### config.mk
export PLATFORM = sky130hd
export DESIGN_NAME = mult_arbiter
export DESIGN_NICKNAME = d
export VERILOG_FILES = /design/src/rtl/mult_arb_pkg.sv /design/src/rtl/arbitro_rr2.sv /design/src/rtl/mult_arbiter.sv
export SDC_FILE = /design/constraint.sdc
export NUM_CORES = 1
export LEC_CHECK = 0
export CORE_AREA = 2 2 73 68
export CTS_CLUSTER_DIAMETER = 40
export DETAILED_ROUTE_END_ITERATION = 8
export DIE_AREA = 0 0 75 70
export DONT_BUFFER_PORTS = 1
export GPL_TIMING_DRIVEN = 0
export REMOVE_ABC_BUFFERS = 1
export SYNTH_ARGS = -nofsm -noshare
export SYNTH_HDL_FRONTEND = slang
export SYNTH_SLANG_ARGS = --single-unit
export TNS_END_PERCENT = 10
### constraint.sdc
create_clock -name clock -period 1.8 [get_ports clock]
set_clock_uncertainty 0.05 [all_clocks]
set_input_delay 0.36 -clock clock [delete_from_list [all_inputs] [get_ports clock]]
set_output_delay 0.36 -clock clock [all_outputs]
set_load 0.01 [all_outputs]
### src/rtl/mult_arb_pkg.sv
// mult_arb_pkg: FSM state encoding and operand width shared by mult_arbiter and its sub-blocks
package mult_arb_pkg;
  localparam int OP_W = 8;
  typedef enum logic [1:0] {IDLE = 2'b00, LOAD = 2'b01, RUN = 2'b10, DONE = 2'b11} state_t;
endpackage

### src/rtl/arbitro_rr2.sv
// arbitro_rr2: two-way round-robin arbiter producing a one-hot grant
//   req0/req1 : requests
//   last      : last served requester (1 = requester 1), favoured against on a tie
//   en        : grant enable; no grant is issued while low
//   gnt       : one-hot grant {gnt1, gnt0}
module arbitro_rr2 (
  input  logic       req0,
  input  logic       req1,
  input  logic       last,
  input  logic       en,
  output logic [1:0] gnt
);
  always_comb gnt = !en ? 2'b00 : (req0 && req1) ? (last ? 2'b01 : 2'b10) : {req1, req0};
endmodule

### src/rtl/mult_arbiter.sv
// mult_arbiter: round-robin arbiter sharing one external 8x8 saturating multiplier between two requesters
//   clock, reset (sync, active-low)
//   req0/req1, a0/b0/a1/b1  : requests and operands
//   gnt0/gnt1, done0/done1  : grant (LOAD..DONE) and one-cycle completion pulse
//   result, ovf             : captured product and overflow of the last completed operation
//   mul_a/mul_b/mul_start/mul_reset, mul_resultado/mul_overflow/mul_pronto : multiplier link
//   MULT_ARBITER_SWAP_EN    : when defined, the smaller operand goes to mul_b to shorten the run
module mult_arbiter
  import mult_arb_pkg::*;
(
  input  logic            clock,
  input  logic            reset,
  input  logic            req0,
  input  logic            req1,
  input  logic [OP_W-1:0] a0,
  input  logic [OP_W-1:0] b0,
  input  logic [OP_W-1:0] a1,
  input  logic [OP_W-1:0] b1,
  output logic            gnt0,
  output logic            gnt1,
  output logic            done0,
  output logic            done1,
  output logic [OP_W-1:0] result,
  output logic            ovf,
  output logic [OP_W-1:0] mul_a,
  output logic [OP_W-1:0] mul_b,
  output logic            mul_start,
  output logic            mul_reset,
  input  logic [OP_W-1:0] mul_resultado,
  input  logic            mul_overflow,
  input  logic            mul_pronto
);
  state_t state, state_nx;
  logic [1:0] gnt;
  logic sel;
  logic [OP_W-1:0] a_sel, b_sel, a_ld, b_ld;
  arbitro_rr2 u_rr (.req0(req0), .req1(req1), .last(sel), .en(state == IDLE), .gnt(gnt));
  assign a_sel = gnt[1] ? a1 : a0;
  assign b_sel = gnt[1] ? b1 : b0;
`ifdef MULT_ARBITER_SWAP_EN
  // run length follows mul_b, so feed it the smaller operand
  assign a_ld = (a_sel < b_sel) ? b_sel : a_sel;
  assign b_ld = (a_sel < b_sel) ? a_sel : b_sel;
`else
  assign a_ld = a_sel;
  assign b_ld = b_sel;
`endif
  always_ff @(posedge clock) state <= !reset ? IDLE : state_nx;
  always_comb begin
    state_nx  = state;
    if (state == IDLE && |gnt) state_nx = LOAD;
    if (state == LOAD) state_nx = RUN;
    if (state == RUN && mul_pronto) state_nx = DONE;
    if (state == DONE) state_nx = IDLE;
    gnt0      = state != IDLE && !sel;
    gnt1      = state != IDLE && sel;
    done0     = state == DONE && !sel;
    done1     = state == DONE && sel;
    mul_start = state == LOAD;
  end
  // sel doubles as the round-robin pointer: reset to 1 so requester 0 wins the first tie
  always_ff @(posedge clock) begin
    mul_reset <= !reset;
    if (!reset) begin
      sel    <= 1'b1;
      mul_a  <= '0;
      mul_b  <= '0;
      result <= '0;
      ovf    <= 1'b0;
    end else begin
      if (|gnt) begin
        sel   <= gnt[1];
        mul_a <= a_ld;
        mul_b <= b_ld;
      end
      if (state == RUN && mul_pronto) begin
        result <= mul_resultado;
        ovf    <= mul_overflow;
      end
    end
  end
endmodule

==> flow_summary.yaml <==
run_status:
  status: "finished clean"
critical_path:
  regToRegStartpoint: "state[1]"
  critPathCaptureType: "output pin"
  startpoint: "state[1]"
  worst-path-max-fanout: 17
  path_class: "reg -> out"
  worstPathRequired_ns: 1.39
  worstPathArrival_ns: 1.27
  critPathLaunchType: "flop"
sta:
  grt_setup_unrepaired: "false"
  hold_viol: 0
  setup_viol: 0
  setup_ws_ns: 0.1218
  slew_headroom_pct: 29.28
  fin_crit_ns: 1.678
  fmax_mhz: 595.9
  slew_violations: 0
  tightest_slew_ns: 1.060
  layout_worst_path_cycle_share_pct: 93.24
clock_tree:
  clkSinkCount: 29
  numCtsBuffers: 5
  clk_pin_slew_ns: 0.07
  clock_path_buffers: 2
  clock-root-buffer: "clkbuf_8"
  htree_levels: 2
  cts_hold_buf: 0
  tritoncts: "built"
  clock_latency_ns: 0.28
layout:
  final_layout_size_suffix_gt1_share_pct: 19.05
  syn_to_final_growth_pct: 3.499
  diodes: 0
  final_area_um2: 1518
  nets: 192
route:
  route.detailed.drc: 0
  dr.pass1.iters: 4
  wire_per_inst_um: 18.28
  drt-total-wl_mm: 3.875
  via_count: 1152
  antenna_left: 0
  drt_iter0_markers: 47
  viasPerCell: 5.434
global_route:
  grt_overflow: 0
  grt_pass1_vias: 1130
  grt_pass1_wl_mm: 5.727
  grtUsageTotal_pct: 14.71
  grt_max_degree: 28
  antenna_found_initial: 0
hold_path:
  min_path_type: "in -> reg"
  min_from: "reset"
place:
  placed_area_um2: 1411
  preCtsSetupSlack_ns: 0.1709
  gp_congestion: 0.6811
  hpwl_mm: 2.326
  numPortBuffers: 0
logic_synthesis:
  ys_async_sr_fraction_pct: 0
  ys.warnings.count: 0
  ys_types: 34
  ys_ff_latch: 29
  synth.avg_cell_area_um2: 9.584
  synth_top_area_share_pct: 39.59
  yosysSeqAreaShare_pct: 39.59
  synth_top_area_cell: "dfxtp_1"
  synth_edf_count: 0
  synthFlopType: "dfxtp_1"
  synth_commonest_cells: "29 x dfxtp_1, 16 x nand3_1, 14 x a21oi_1"
  syn-cell-area_um2: 1466
  synth_area_leaders: "dfxtp_1 40%, a311oi_2 10%, mux2i_1 6.1%, nand3_1 5.5%, a21oi_1 4.8%"
  netlist_instances: 153
  synth_most_common_cell: "dfxtp_1"
pwr:
  ir_worst_vdd_uv: 500.0
  finalPower_mw: 2.041
  static-leakage-power_nw: 0.5556
  power_density_nw_per_um2: 1345
die:
  io_pins: 77
  fp.dieH_um: 70
  row_count: 24
  core_um2: 4594
  initial_core_util_pct: 31.92
  dieArea_um2: 5250
  die_width_um: 75
run:
  drv_cap: 0
[metal layers]
metal	up-vias	track usage [%]	wire, um
met4	0	3.571	27
met1	543	18.71	1713
met5	-	0	0
met3	5	5.772	335
met2	53	23.10	1799
li1	551	-	-
[worst max-delay path: stages, from the launching register on]
cell	delay (ns)
dfxtp_2	0.40
nor2_4	0.43
nor2_1	0.16
[path summary, 6_finish.rpt]
kind                     to  cells past startpoint  slack [ns]
setup / recovery       gnt0                      2        0.12
hold / removal          sel                      1         0.1
setup reg to reg  result[4]                      3        0.32
hold reg to reg    mul_a[5]                      2        0.51
[final cells by class]
class / count / area (um^2)
clock inverter: 3 / 17.52
tap: 65 / 81.33
sequential: 29 / 583.1
clock buffer: 5 / 68.82
fill: 496 / 3077
multi-input combinational: 107 / 755.7
inverter: 3 / 11.26
[metrics by stage]
| stage | utilization, % | std cells | hold WS (ns) | TNS [ns] |
|---|---|---|---|---|
| 2_1_floorplan | - | 137 | 0.3818 | 0 |
| 4_1_cts | 32.73 | 211 | 0.08706 | -0.08420 |
| 3_5_place_dp | 30.72 | 202 | 0.3855 | 0 |
| 3_3_place_gp | 30.72 | 202 | 0.3840 | 0 |
| 5_1_grt | 33.03 | 212 | 0.09827 | 0 |
| 6_report | 33.03 | 212 | 0.09949 | 0 |
[sequential cells by signal, summed over array words and instances (netlist names)]
name,count
mul_b,8
mul_reset,1
state,2
result,8
ovf,1
mul_a,8
sel,1
[timing repair]
item / CTS / global route
pin swaps: 1 / 1
setup endpoints to repair: 2 / 14
gates cloned: 1 / 1
resized for setup: 0 / 3
setup buffers: 0 / 0
[cell usage in the layout (no fill, tap or decap), types with 2 or more instances in the layout]
cell | Yosys | layout
and3_1 | 2 | 2
nor2_4 | 1 | 2
dfxtp_1 | 29 | 27
mux2i_1 | 9 | 9
nand4_1 | 2 | 2
nand2_1 | 3 | 3
dfxtp_2 | 0 | 2
a311oi_2 | 10 | 10
o21ai_1 | 12 | 12
a311oi_1 | 5 | 5
nor2_1 | 12 | 12
clkbuf_8 | 0 | 5
a21oi_1 | 14 | 14
nand3_1 | 16 | 16
clkinv_2 | 0 | 2
o21ai_0 | 5 | 5
inv_1 | 3 | 3
[where the power goes]
part | switching, mW | internal (mW)
Combinational | 0.388 | 0.219
Clock | 0.256 | 0.266
Sequential | 0.156 | 0.756
Total | 0.800 | 1.24
[cells by family (layout without fill, tap and decap cells)]
| group | after synthesis | count (layout) | synth area share (%) |
|---|---|---|---|
| and+or+nand+nor | 45 | 47 | 16.81 |
| muxes | 9 | 9 | 6.144 |
| AOI/OAI and AO/OA | 50 | 50 | 26.79 |
| xor gates and xnor gates | 1 | 1 | 0.5974 |
| buffers and inverters | 19 | 11 | 10.07 |
| DFF | 29 | 29 | 39.59 |
No activity file was read; power rests on OpenSTA's default activity.
